File: src/rtl/button_pkg.sv
// ============================================================================
// Module   : button_pkg
// Purpose  : Shared state type and counter-width helpers for button conditioning
// Revision : 1.0
// ============================================================================
`default_nettype none

package button_pkg;

   typedef enum logic [1:0] {
      IDLE        = 2'd0,
      HOLD_DELAY  = 2'd1,
      HOLD_REPEAT = 2'd2
   } btn_state_t;

   function automatic int unsigned debounce_width(input int unsigned cycles);
      return $clog2(cycles + 1);
   endfunction

   function automatic int unsigned timer_width(input int unsigned delay,
                                               input int unsigned period);
      return (delay > period) ? $clog2(delay + 1) : $clog2(period + 1);
   endfunction

endpackage

`default_nettype wire

File: src/rtl/button_channel.sv
// ============================================================================
// Module   : button_channel
// Purpose  : One button: 2-flop synchronizer, debouncer, press/repeat pulse FSM
// Revision : 1.0
// ============================================================================
`default_nettype none

module button_channel
   import button_pkg::*;
#(
   parameter int unsigned DEBOUNCE_CYCLES = 650000,
   parameter int unsigned REPEAT_EN       = 0,
   parameter int unsigned REPEAT_DELAY    = 32500000,
   parameter int unsigned REPEAT_PERIOD   = 6500000
) (
   input  logic clk_i,
   input  logic rst_ni,
   input  logic btn_raw_i,
   output logic level_o,
   output logic pulse_o
);

   localparam int unsigned DB_W = debounce_width(DEBOUNCE_CYCLES);
   localparam int unsigned TM_W = timer_width(REPEAT_DELAY, REPEAT_PERIOD);

   localparam logic [DB_W-1:0] C_DB_LAST     = DB_W'(DEBOUNCE_CYCLES - 1);
   localparam logic [TM_W-1:0] C_DELAY_LAST  = TM_W'(REPEAT_DELAY - 1);
   localparam logic [TM_W-1:0] C_PERIOD_LAST = TM_W'(REPEAT_PERIOD - 1);
   localparam logic [TM_W-1:0] C_TM_MAX      = {TM_W{1'b1}};

   logic [1:0]      sync_q;
   logic [DB_W-1:0] db_cnt_q, db_cnt_d;
   logic            level_q, level_d;
   btn_state_t      state_q, state_d;
   logic [TM_W-1:0] timer_q, timer_d;
   logic            pulse_q, pulse_d;
   logic [TM_W-1:0] w_timer_inc;

   always_comb begin
      db_cnt_d = '0;
      level_d  = level_q;
      if (sync_q[1] != level_q) begin
         if (db_cnt_q == C_DB_LAST) begin
            level_d = sync_q[1];
         end else begin
            db_cnt_d = db_cnt_q + DB_W'(1);
         end
      end
   end

   assign w_timer_inc = (timer_q == C_TM_MAX) ? timer_q : timer_q + TM_W'(1);

   // The FSM looks at the next debounced level so the press pulse lands in the
   // same cycle the level rises, and a release suppresses any coincident repeat.
   always_comb begin
      state_d = state_q;
      timer_d = timer_q;
      pulse_d = 1'b0;
      if (!level_d) begin
         state_d = IDLE;
         timer_d = '0;
      end else begin
         case (state_q)
            IDLE: begin
               if (!level_q) begin
                  pulse_d = 1'b1;
                  timer_d = '0;
                  state_d = HOLD_DELAY;
               end
            end
            HOLD_DELAY: begin
               if (REPEAT_EN != 0) begin
                  if (timer_q == C_DELAY_LAST) begin
                     pulse_d = 1'b1;
                     timer_d = '0;
                     state_d = HOLD_REPEAT;
                  end else begin
                     timer_d = w_timer_inc;
                  end
               end
            end
            HOLD_REPEAT: begin
               if (timer_q == C_PERIOD_LAST) begin
                  pulse_d = 1'b1;
                  timer_d = '0;
               end else begin
                  timer_d = w_timer_inc;
               end
            end
            default: begin
               state_d = IDLE;
               timer_d = '0;
            end
         endcase
      end
   end

   always_ff @(posedge clk_i or negedge rst_ni) begin
      if (!rst_ni) begin
         sync_q   <= '0;
         db_cnt_q <= '0;
         level_q  <= 1'b0;
         state_q  <= IDLE;
         timer_q  <= '0;
         pulse_q  <= 1'b0;
      end else begin
         sync_q   <= {sync_q[0], btn_raw_i};
         db_cnt_q <= db_cnt_d;
         level_q  <= level_d;
         state_q  <= state_d;
         timer_q  <= timer_d;
         pulse_q  <= pulse_d;
      end
   end

   assign level_o = level_q;
   assign pulse_o = pulse_q;

endmodule

`default_nettype wire

File: src/rtl/button_conditioner.sv
// ============================================================================
// Module   : button_conditioner
// Purpose  : Array of independent debounced button channels with press/repeat pulses
// Revision : 1.0
// ============================================================================
`default_nettype none

module button_conditioner #(
   parameter int unsigned NUM_BTNS        = 2,
   parameter int unsigned DEBOUNCE_CYCLES = 650000,
   parameter int unsigned REPEAT_EN       = 0,
   parameter int unsigned REPEAT_DELAY    = 32500000,
   parameter int unsigned REPEAT_PERIOD   = 6500000
) (
   input  logic                clk_in,
   input  logic                rst_n_in,
   input  logic [NUM_BTNS-1:0] btn_raw_in,
   output logic [NUM_BTNS-1:0] btn_level,
   output logic [NUM_BTNS-1:0] btn_pulse
);

   for (genvar i = 0; i < NUM_BTNS; i++) begin : g_btn
      button_channel #(
         .DEBOUNCE_CYCLES(DEBOUNCE_CYCLES),
         .REPEAT_EN      (REPEAT_EN),
         .REPEAT_DELAY   (REPEAT_DELAY),
         .REPEAT_PERIOD  (REPEAT_PERIOD)
      ) u_channel (
         .clk_i    (clk_in),
         .rst_ni   (rst_n_in),
         .btn_raw_i(btn_raw_in[i]),
         .level_o  (btn_level[i]),
         .pulse_o  (btn_pulse[i])
      );
   end

endmodule

`default_nettype wire

File: config.mk
export PLATFORM = sky130hd
export DESIGN_NAME = button_conditioner
export DESIGN_NICKNAME = d
export VERILOG_FILES = /design/src/rtl/button_pkg.sv /design/src/rtl/button_channel.sv /design/src/rtl/button_conditioner.sv
export SDC_FILE = /design/constraint.sdc
export NUM_CORES = 1
export LEC_CHECK = 0
export CAP_MARGIN = 20
export CORE_MARGIN = 8
export CORE_UTILIZATION = 40
export CTS_BUF_LIST = sky130_fd_sc_hd__clkbuf_4 sky130_fd_sc_hd__clkbuf_8 sky130_fd_sc_hd__clkbuf_16
export CTS_CLUSTER_SIZE = 24
export DETAILED_ROUTE_END_ITERATION = 8
export PLACE_DENSITY = 0.65
export RECOVER_POWER = 50
export SLEW_MARGIN = 20
export SYNTH_ARGS = -nofsm -noshare
export SYNTH_HDL_FRONTEND = slang
export SYNTH_SLANG_ARGS = --single-unit
File: constraint.sdc
create_clock -name clk_in -period 3.96 [get_ports clk_in]
set_input_delay 0.396 -clock clk_in [delete_from_list [all_inputs] [get_ports clk_in]]
set_output_delay 0.396 -clock clk_in [all_outputs]
set_load 0.01 [all_outputs]
; ---- Yosys cells after proc, flatten, opt, wreduce, memory -nomap -nowiden
; Index checks and enable logic that the tools add are counted.
[totals]
reg_bits = 102
wordCells = 76
[op_classes]
addsub = 4
n_eq_ne = 20
muxes = 32
n_reduce_logical = 8
[op_table]
columns = cell, n
row1 = $mux W25, 8
row2 = $pmux W25 S3, 2
row3 = $mux W20, 4
row4 = $add A25 B1 Y25 const B, 2
row5 = $eq A25 B23 Y1 const B, 2
row6 = $eq A25 B25 Y1 const B, 2
row7 = $add A20 B1 Y20 const B, 2
row8 = $eq A20 B20 Y1 const B, 2
row9 = $mux W1, 10
row10 = $mux W2, 4
row11 = $ne A2 B2 Y1 const B, 4
row12 = $ne A4 B4 Y1 const B, 2
row13 = $pmux W2 S2, 2
row14 = $ne A3 B3 Y1 const B, 2
row15 = $reduce_and A3 Y1, 2
row16 = $eq A2 B1 Y1 const B, 2
row17 = $eq A2 B2 Y1 const B, 2
row18 = $logic_not A2 Y1, 2
row19 = $pmux W1 S2, 2
row20 = $reduce_and A2 Y1, 2
row21 = $reduce_or A2 Y1, 2
row22 = $ne A1 B1 Y1, 2

; ---- Depth between registers and ports, before layout
[depth]
ltp_word = 5
ltp_mapped = 7
depth_no_buf = 5

; ---- Hierarchy
; A second synthesis with hierarchy kept.
[unflattened]
cells_unflattened = 244
hier_area_um2 = 2499.9
[modules_own_cells]
columns = module, instances, cells_each, area_each_um2, seq_area_each_um2
row1 = button_channel, 2, 122, 1249.9, 625.6

; ---- Least setup slack after synthesis
; OpenSTA, ideal clock, no wires.
[synth_path]
path_type = register to register
start = register g_btn[1].u_channel.db_cnt_q[10]
end = register g_btn[1].u_channel.db_cnt_q[10]
t_arrival_ns = 1.706
path_slack_ns = 2.136
path_stages_with_launch = 7
period_less_slack_ns = 1.824
path_cell_list = dfrtp_1 > or4b_1 > nor4_4 > a21bo_1 > buf_4 > buf_6 > nor2_1
[synth_via]
elab_chain_cells = 3
word_cells_on_any_way = 4
classes_between = add/sub: 1 / eq/ne: 1 / mux: 2
[synth_lines]
columns = item, line_no
row1 = from (decl), button_channel.sv:32  ; logic [DB_W-1:0] db_cnt_q, db_cnt_d;
row2 = from (signal assigned), button_channel.sv:108  ; db_cnt_q <= db_cnt_d;
row3 = $add A20 B1 Y20 / $eq A20 B20 Y1 (equally long branches), "button_channel.sv:46, button_channel.sv:43"
row4 = $mux W20 (*), button_channel.sv:43  ; if (db_cnt_q == C_DB_LAST) begin
row5 = $mux W20 (*), button_channel.sv:42  ; if (sync_q[1] != level_q) begin
row6 = via g_btn[1].u_channel.db_cnt_d[10], button_channel.sv:32
; Mark *: on every way through the listed nets, which the timed path passes. The rest lies on a longest branch.
; A chain may end at the register's enable or synchronous reset.

==> summary.md <==
| Metric | Value |
|---|---|
| Outcome | `finished with violations` |
| Violations in the final reports | `max-capacitance violations, max-slew violations` |
| Critical path fanouts, max | `50` |
| Die Footprint | `8780 µm²` |
| Sequential fraction of the synthesis area | `51.8%` |
| DRT Wirelength | `4170 µm` |
| Post-synthesis async set-or-reset flop share | `100%` |
| Detailed-route wire length per cell | `13.3 µm` |
| Post-synth EDFFs | `0` |
| Clk sinks | `50` |
| Main flop type after synthesis | `dfrtp_1` |
| Initial antenna violation count | `0` |
| Vias in the first global route | `1652` |
| Post-Syn Nets | `239` |
| Die X | `93.7 µm` |
| Final core occ | `44.1%` |
| Worst Setup Path Type | `input port to async pin` |
| Hold_buf cts | `0` |
| Clk slew on worst S/H paths | `90 ps` |
| Fin nets | `243` |
| IO buf count | `7` |
| TritonCTS clock tree | `built` |
| Crit. End Element | `async pin` |
| Largest net degree at the start of global routing | `51` |
| GRT Overall Usage | `10.2%` |
| Synth area leader | `dfrtp_1` |
| Dpl hpwl | `2830 µm` |
| Dpl ws | `1730 ps` |
| Minimum clock period | `2360 ps` |
| Vias | `1628` |
| Vias per cell | `5.20` |
| DP Area | `2500 µm²` |
| RSZ-0062 raised after global routing | `false` |
| Total grt overflow | `0` |
| Power density cells | `332 nW/µm²` |
| Buffers and inverters on the worst path | `1` |
| Max_slew headroom | `-72.6%` |
| Mapped Area | `2410 µm²` |
| Die Ht | `93.7 µm` |
| HP Class | `register to register` |
| Setup bufs post-CTS | `0` |
| CTS max path bufs | `2` |
| Top delay family on crit path | `buffers and inverters` |
| Final Cycle Share | `59.7%` |
| Hold Fails Final Rpt | `0` |
| Critical Path Start Type | `input port` |
| Max Freq | `423 MHz` |
| Later-pin clock latency in the skew report | `300 ps` |
| Io pins | `8` |
| Antenna-violating nets left | `0` |
| Resized cells post-CTS | `0` |
| First-pass GRT wire length | `7420 µm` |
| Peak supply drop | `0.232 mV` |
| Starting DRT DRC Count | `70` |
| Leakage power | `1.07 nW` |
| DR pass1 iterations | `4` |
| Layout cells sized above 1 | `6.72%` |
| Starting Density | `41.0%` |
| Design area | `2600 µm²` |
| Placer Congestion | `0.802` |
| Synth Area per Inst | `10.4 µm²` |
| Critical path arrival | `2230 ps` |
| Critical Path RT | `3830 ps` |
| Rows | `28` |
| Placed cell count | `305` |
| Core footprint | `5890 µm²` |
| Clock root buffer | `clkbuf_8` |
| Min setup slack post-route | `1600 ps` |
| Critical Path Slowest Stage Cell | `clkbuf_1` |
| Critical path, cell by cell | `clkbuf_1` |
| H-Tree Level Count | `2` |
| Antenna Cells | `0` |
| Area contributors post-synth | `dfrtp_1, xnor2_1, nor2_1` |
| Post-route setup TNS | `0 ps` |
| Actual slew at the worst max-slew pin | `2590 ps` |
| DRC viols | `0` |
| Worst Skew | `5.45 ps` |
| Maxcap violations | `1` |
| Post-Syn Instances | `233` |
| Yosys warns | `0` |
| Synth top area share | `51.8%` |
| FF+latch count, synth | `50` |
| P&R area growth vs syn | `7.56%` |
| Synth cell types | `41` |
| Finish-stage setup viols | `0` |
| Maximum single-stage delay on the critical path | `1800 ps` |
| Non-filler cells, final | `313` |
| Num CTS Buffers | `5` |
| Max Slew Vio Count | `51` |
[stage by stage]
stage               power, mW  hold slack, ps
floorplan               0.549             100
global placement        0.562             331
detailed placement      0.563             339
CTS                     0.874             329
global route            0.904             364
finish                  0.862             356
[worst paths after layout]
kind / from / endpoint / slack [ps] / cells after the start
max in group clk_in: g_btn[0].u_channel.db_cnt_q[6] / g_btn[0].u_channel.db_cnt_q[18] / 1720 / 4
min in group asynchronous: rst_n_in / g_btn[1].u_channel.db_cnt_q[13] / 890 / 1
hold / removal: g_btn[1].u_channel.sync_q[0] / g_btn[1].u_channel.sync_q[1] / 360 / 0
setup / recovery: rst_n_in / g_btn[0].u_channel.db_cnt_q[15] / 1600 / 1
setup reg to reg: g_btn[0].u_channel.db_cnt_q[6] / g_btn[0].u_channel.db_cnt_q[18] / 1720 / 4
hold reg to reg: g_btn[1].u_channel.sync_q[0] / g_btn[1].u_channel.sync_q[1] / 360 / 0
[cell usage after synthesis (3+ instances only)]
cell type / n
a21oi_1: 10
and3_1: 7
and4_1: 5
buf_4: 6
dfrtp_1: 50
inv_1: 5
nand2_1: 10
nand3_1: 12
nand4_1: 11
nor2_1: 32
nor3_1: 4
nor4_1: 7
o21ai_0: 7
or3_1: 7
or4_1: 3
or4b_1: 3
xnor2_1: 16
xor2_1: 11
[logic make-up (layout without fill, tap and decap cells)]
kind of cell | Yosys count | count (layout) | synth area share, %
AOI/OAI and AO/OA | 27 | 27 | 7.00
xor gates and xnor gates | 27 | 27 | 9.79
adders and majority gates | 2 | 2 | 1.04
buffers and inverters | 15 | 20 | 3.68
DFF | 50 | 50 | 51.8
muxes | 1 | 1 | 0.415
and+or+nand+nor | 111 | 111 | 26.3
[power by group]
part	internal, mW	switching (mW)	total, mW
sequential	0.517	0.00595	0.523
clock	0.148	0.163	0.311
combinational	0.00796	0.0200	0.0279
total	0.673	0.188	0.862
[cell type report]
type	instances	area [µm²]
Clock buffer	7	90.1
Inverter	5	18.8
Timing Repair Buffer	7	63.8
Tap cell	75	93.8
Clock inverter	1	5.00
Fill cell	563	3290
Multi-Input combinational cell	168	1070
Sequential cell	50	1250
[placed cells by master (no fill, tap or decap), types with 5 or more instances in the layout]
master    Yosys  layout
dfrtp_1      50      50
nor2_1       32      32
xnor2_1      16      16
nand3_1      12      12
nand4_1      11      11
xor2_1       11      11
nand2_1      10      10
a21oi_1      10      10
and3_1        7       7
o21ai_0       7       7
or3_1         7       7
nor4_1        7       7
clkbuf_8      0       6
and4_1        5       5
inv_1         5       5
[metal layers]
metal  track usage (%)  vias to the layer above  share of wire, %
met5                 0                        -                 0
met4              1.98                        0              0.34
met3              2.72                        2               2.6
met2              18.1                       12                50
met1              12.1                      780                47
li1                  -                      834                 -
[sequential cells by signal, summed over array words and instances, names as in the netlist]
| signal | count |
|---|---|
| g_btn.u_channel.db_cnt_q | 40 |
| g_btn.u_channel.pulse_o | 2 |
| g_btn.u_channel.sync_q | 4 |
| g_btn.u_channel.state_q | 2 |
| g_btn.u_channel.level_o | 2 |
Power figures use the tool's default switching activity.
